## config.mk

```make
export PLATFORM = sky130hd
export DESIGN_NAME = sha1_w_sched
export DESIGN_NICKNAME = d
export VERILOG_FILES = /design/src/rtl/sha1_pkg.sv /design/src/rtl/sha1_w_expand.sv /design/src/rtl/sha1_w_sched.sv
export SDC_FILE = /design/constraint.sdc
export NUM_CORES = 1
export LEC_CHECK = 0
export CAP_MARGIN = 15
export CORE_ASPECT_RATIO = 0.6
export CORE_MARGIN = 2
export CORE_UTILIZATION = 35
export DETAILED_ROUTE_END_ITERATION = 10
export GPL_TIMING_DRIVEN = 1
export SETUP_SLACK_MARGIN = 0.5
export SLEW_MARGIN = 10
export SYNTH_ARGS = -nofsm -noshare
export SYNTH_HDL_FRONTEND = slang
export SYNTH_SLANG_ARGS = --single-unit
```

## constraint.sdc

```tcl
create_clock -name i_clk -period 18.45 [get_ports i_clk]
set_input_delay 2.7675 -clock i_clk [delete_from_list [all_inputs] [get_ports i_clk]]
set_output_delay 2.7675 -clock i_clk [all_outputs]
set_load 0.02 [all_outputs]
```

## src/rtl/sha1_pkg.sv

```systemverilog
// Shared SHA-1 constants, state type and helpers for the schedule and round stages.
package sha1_pkg;

  localparam int unsigned SHA1_ROUNDS = 80;
  localparam int unsigned SHA1_WIN    = 16;

  localparam logic [31:0] SHA1_K0 = 32'h5A82_7999;
  localparam logic [31:0] SHA1_K1 = 32'h6ED9_EBA1;
  localparam logic [31:0] SHA1_K2 = 32'h8F1B_BCDC;
  localparam logic [31:0] SHA1_K3 = 32'hCA62_C1D6;

  typedef enum logic [1:0] {
    StIdle,
    StLoad,
    StRun
  } sha1_state_e;

  function automatic logic [31:0] rotl1(input logic [31:0] x);
    return {x[30:0], x[31]};
  endfunction

  // Round constant for round index t (0..79).
  function automatic logic [31:0] sha1_k(input logic [6:0] t);
    if (t < 7'd20) begin
      return SHA1_K0;
    end else if (t < 7'd40) begin
      return SHA1_K1;
    end else if (t < 7'd60) begin
      return SHA1_K2;
    end
    return SHA1_K3;
  endfunction

endpackage

```

## src/rtl/sha1_w_expand.sv

```systemverilog
// One SHA-1 schedule expansion step: rotl1(W[t-3] ^ W[t-8] ^ W[t-14] ^ W[t-16]).
module sha1_w_expand
  import sha1_pkg::*;
(
  input  logic [31:0] i_w3,
  input  logic [31:0] i_w8,
  input  logic [31:0] i_w14,
  input  logic [31:0] i_w16,
  output logic [31:0] o_w
);

  assign o_w = rotl1(i_w3 ^ i_w8 ^ i_w14 ^ i_w16);

endmodule

```

## src/rtl/sha1_w_sched.sv

```systemverilog
// SHA-1 message schedule: loads 16 block words, then streams W[0..79] on consumer advance.
module sha1_w_sched
  import sha1_pkg::*;
(
  input  logic        i_clk,
  input  logic        i_reset,
  input  logic        i_abort,
  input  logic        i_load_valid,
  input  logic [31:0] i_load_word,
  output logic        o_load_ready,
  output logic [31:0] o_w,
  output logic        o_w_valid,
  input  logic        i_w_next,
  output logic [6:0]  o_t,
  output logic        o_last,
  output logic        o_done
);

  localparam logic [6:0] LastT = 7'(SHA1_ROUNDS - 1);
  localparam int         Win   = int'(SHA1_WIN);

  sha1_state_e r_state, w_state_d;
  logic [3:0]  r_cnt, w_cnt_d;
  logic [6:0]  r_t, w_t_d;
  logic        r_done, w_done_d;
  logic [31:0] r_win [Win];

  logic        w_in_run;
  logic        w_accept;
  logic        w_shift;
  logic [31:0] w_expand;
  logic [31:0] w_shift_in;

  assign w_in_run   = (r_state == StRun);
  assign w_accept   = i_load_valid && !w_in_run;
  assign w_shift    = w_accept || (w_in_run && i_w_next);
  assign w_shift_in = w_in_run ? w_expand : i_load_word;

  // Window invariant r_win[k] = W[t+k]; taps give the word that lands at W[t+16].
  sha1_w_expand u_expand (
    .i_w3  (r_win[13]),
    .i_w8  (r_win[8]),
    .i_w14 (r_win[2]),
    .i_w16 (r_win[0]),
    .o_w   (w_expand)
  );

  always_comb begin
    w_state_d = r_state;
    w_cnt_d   = r_cnt;
    w_t_d     = r_t;
    w_done_d  = 1'b0;
    unique case (r_state)
      StIdle: begin
        if (w_accept) begin
          w_state_d = StLoad;
          w_cnt_d   = 4'd1;
        end
      end
      StLoad: begin
        if (w_accept) begin
          if (r_cnt == 4'd15) begin
            w_state_d = StRun;
            w_cnt_d   = 4'd0;
            w_t_d     = 7'd0;
          end else begin
            w_cnt_d = r_cnt + 4'd1;
          end
        end
      end
      StRun: begin
        if (i_w_next) begin
          if (r_t == LastT) begin
            w_state_d = StIdle;
            w_t_d     = 7'd0;
            w_done_d  = 1'b1;
          end else begin
            w_t_d = r_t + 7'd1;
          end
        end
      end
      default: begin
        w_state_d = StIdle;
        w_cnt_d   = 4'd0;
        w_t_d     = 7'd0;
      end
    endcase
  end

  // Abort has priority over a simultaneous load word.
  always_ff @(posedge i_clk) begin
    if (i_reset || i_abort) begin
      r_state <= StIdle;
      r_cnt   <= 4'd0;
      r_t     <= 7'd0;
      r_done  <= 1'b0;
      for (int k = 0; k < Win; k++) begin
        r_win[k] <= 32'd0;
      end
    end else begin
      r_state <= w_state_d;
      r_cnt   <= w_cnt_d;
      r_t     <= w_t_d;
      r_done  <= w_done_d;
      if (w_shift) begin
        for (int k = 0; k < Win - 1; k++) begin
          r_win[k] <= r_win[k+1];
        end
        r_win[Win-1] <= w_shift_in;
      end
    end
  end

  assign o_w          = r_win[0];
  assign o_w_valid    = w_in_run;
  assign o_load_ready = !w_in_run;
  assign o_t          = r_t;
  assign o_last       = w_in_run && (r_t == LastT);
  assign o_done       = r_done;

endmodule

```

==> impl_metrics.env <==
export IMPL_path_max_fanout=93
export IMPL_finalInstanceArea_sq_mm=0.0238
export IMPL_async_flop_share_pct=0
export IMPL_io_pins=80
export IMPL_max_freq_ghz=0.160
export IMPL_p_leak_nw=8.99
export IMPL_drc_errors=0
export IMPL_whs_ns=0.511
export IMPL_fin_ws_ns=12.18
export IMPL_holdBufCountCts=0
export IMPL_arrival_ns=6.44
export IMPL_track_usage_pct=11.0
export IMPL_crit_family="buffers and inverters"
export IMPL_whs_path_depth=1
export IMPL_grt_pass1_vias=9259
export IMPL_crit_type="in2reg"
export IMPL_period_share_pct=34.0
export IMPL_drt_first_pass_iters=4
export IMPL_total_power_mw=2.51
export IMPL_numPortBuffers=79
export IMPL_routed_via_density=4.40
export IMPL_diodes=0
export IMPL_ys_top_cells_by_area="edfxtp_1, and2_1, xnor2_1"
export IMPL_maxCapViolations=0
export IMPL_place_gp_congestion=0.711
export IMPL_synth_edff_count=512
export IMPL_num_vias=9693
export IMPL_worst_hold_path_type="reg2reg"
export IMPL_cts_resized=0
export IMPL_yosysUniqueCellTypes=38
export IMPL_yosys_area_top_type="edfxtp_1"
export IMPL_crit_path_end_kind="flop"
export IMPL_powerDensity_mw_per_mm2=105
export IMPL_pre_cts_ws_ns=11.48
export IMPL_fp_row_count=69
export IMPL_postSynthRegisterBits=526
export IMPL_cts_tree="done"
export IMPL_dieWidth_um=321
export IMPL_dpl_cell_area_sq_mm=0.0222
export IMPL_htree_levels=2
export IMPL_tightest_slew_ns=1.15
export IMPL_dp_hpwl_um=19200
export IMPL_core_area_sq_mm=0.0594
export IMPL_final_hold_viol_count=0
export IMPL_post_cts_setup_buffer_count=0
export IMPL_ys_warn_count=0
export IMPL_fin_nets=1423
export IMPL_fillers=5385
export IMPL_wl_per_cell_um=15.6
export IMPL_synthesis_instances=1346
export IMPL_initial_utilization_pct=35.5
export IMPL_path_clk_slew_ns=0.06
export IMPL_start_kind="input pin"
export IMPL_final_max_slew_viol_count=0
export IMPL_syn_to_final_growth_pct=13.0
export IMPL_grt_ovfl_total=0
export IMPL_yosysSeqAreaShare_pct=74.2
export IMPL_drive_gt1_share_pct=5.97
export IMPL_period_needed_ns=6.27
export IMPL_outcome="finished, final reports clean"
export IMPL_synth_top_cells_by_count="edfxtp_1, and2_1, xnor2_1"
export IMPL_synth_top_area_share_pct=72.8
export IMPL_avgSynthCellArea_sq_um=15.7
export IMPL_worstPathRequired_ns=18.63
export IMPL_synthesis_nets=1385
export IMPL_dieArea_sq_mm=0.0623
export IMPL_cts_root_buffer_cell="clkbuf_16"
export IMPL_grt_pass1_wl_um=53900
export IMPL_setup_viol=0
export IMPL_cpMostUsedCell="buf_4"
export IMPL_crit_cells=6
export IMPL_clock_skew_ns=0.00868
export IMPL_path_buf_inv=4
export IMPL_slew_headroom_pct=23.2
export IMPL_crit_chain="clkdlybuf4s50_1 -> nor2_4 -> buf_4 -> nand2_4 -> buf_4 -> buf_4"
export IMPL_ant_nets=0
export IMPL_cts_buffers=52
export IMPL_drt_wl_total_um=34400
export IMPL_cts_buffer_depth=3
export IMPL_grt_antenna_before_repair=0
export IMPL_yosys_most_used_dff="edfxtp_1"
export IMPL_grt_max_degree=279
export IMPL_yosysMostFrequentCell="edfxtp_1"
export IMPL_clock_sinks=526
export IMPL_die_y_um=194
export IMPL_ir_drop_v=0.0000472
export IMPL_worstRegToRegCells=6
export IMPL_slowest_delay_ns=0.91
export IMPL_dr_first_iter_drc_count=785
export IMPL_rsz0062_at_grt="no"
export IMPL_crit_path_top_delay_cell="buf_4"
export IMPL_mappedNetlistArea_sq_mm=0.0211
export IMPL_clock_latency_ns=0.56
export IMPL_setup_tns_final_ns=0
[sequential cells by signal, summed over array words and instances, names as in the netlist]
signal,count
o_t,7
r_cnt,4
r_state,2
o_done,1
r_win,512
[per-stage QoR]
stage               util, %  std cells
floorplan                 -       1346
global route           40.2       2204
global placement       37.4       2111
CTS                    40.2       2204
finish                 40.2       2204
detailed placement     37.4       2111
[where the power goes]
group          internal, mW  switching, mW  total, mW
sequential             1.36         0.0186       1.38
combinational        0.0387         0.0639      0.103
clock                 0.595          0.426       1.02
[kinds of logic after synthesis]
logic type / count (synthesis) / share of synthesized area (%)
mux: 3 / 0.166
flops: 526 / 74.2
fa+ha+maj: 2 / 0.119
buf+inv: 105 / 3.68
xor+xnor: 98 / 4.07
compound gates: 59 / 2.00
simple gates: 553 / 15.8
[layout make-up]
class / count / area (sq um) / area share [%]
clock buffers: 66 / 1420 / 5.93
clock inverters: 27 / 228 / 0.955
multi-input cells: 715 / 4690 / 19.7
well taps: 781 / 977 / 4.10
inverters: 3 / 13.8 / 0.0577
repair buffers: 86 / 868 / 3.64
flip-flops and latches: 526 / 15700 / 65.6
[placed cells by master (no fill, tap or decap), types with 3 or more instances in the layout]
cell	netlist	final
a211oi_1	32	32
a21oi_1	7	7
and2_1	480	480
buf_4	32	5
bufinv_16	0	4
clkbuf_1	33	9
clkbuf_16	0	53
clkbuf_8	0	4
clkdlybuf4s50_1	0	79
clkinv_1	0	13
clkinv_2	0	7
dfxtp_1	14	14
edfxtp_1	512	512
nand2_1	7	6
nand2b_1	3	3
nand3_1	8	8
nor2_1	44	43
nor2b_1	4	4
o211ai_1	4	4
o21ai_0	4	4
o31ai_1	3	3
xnor2_1	97	97
[per-layer routing]
layer	GRT usage, %	vias to the layer above	part of all wire [%]
met5	0	-	0
met4	3.37	0	2.2
met3	1.90	53	3.5
met2	13.8	133	38
met1	18.5	4771	56
li1	-	4736	-
[final timing paths]
check | start | to | slack (ns)
worst max-delay path | i_abort | r_win[0][497] | 12.18
worst min-delay path | r_win[0][511] | r_win[0][479] | 0.51
worst min register to register | r_win[0][511] | r_win[0][479] | 0.51
worst max register to register | r_state[1] | r_win[0][497] | 13.66
Power figures use the tool's default switching activity.
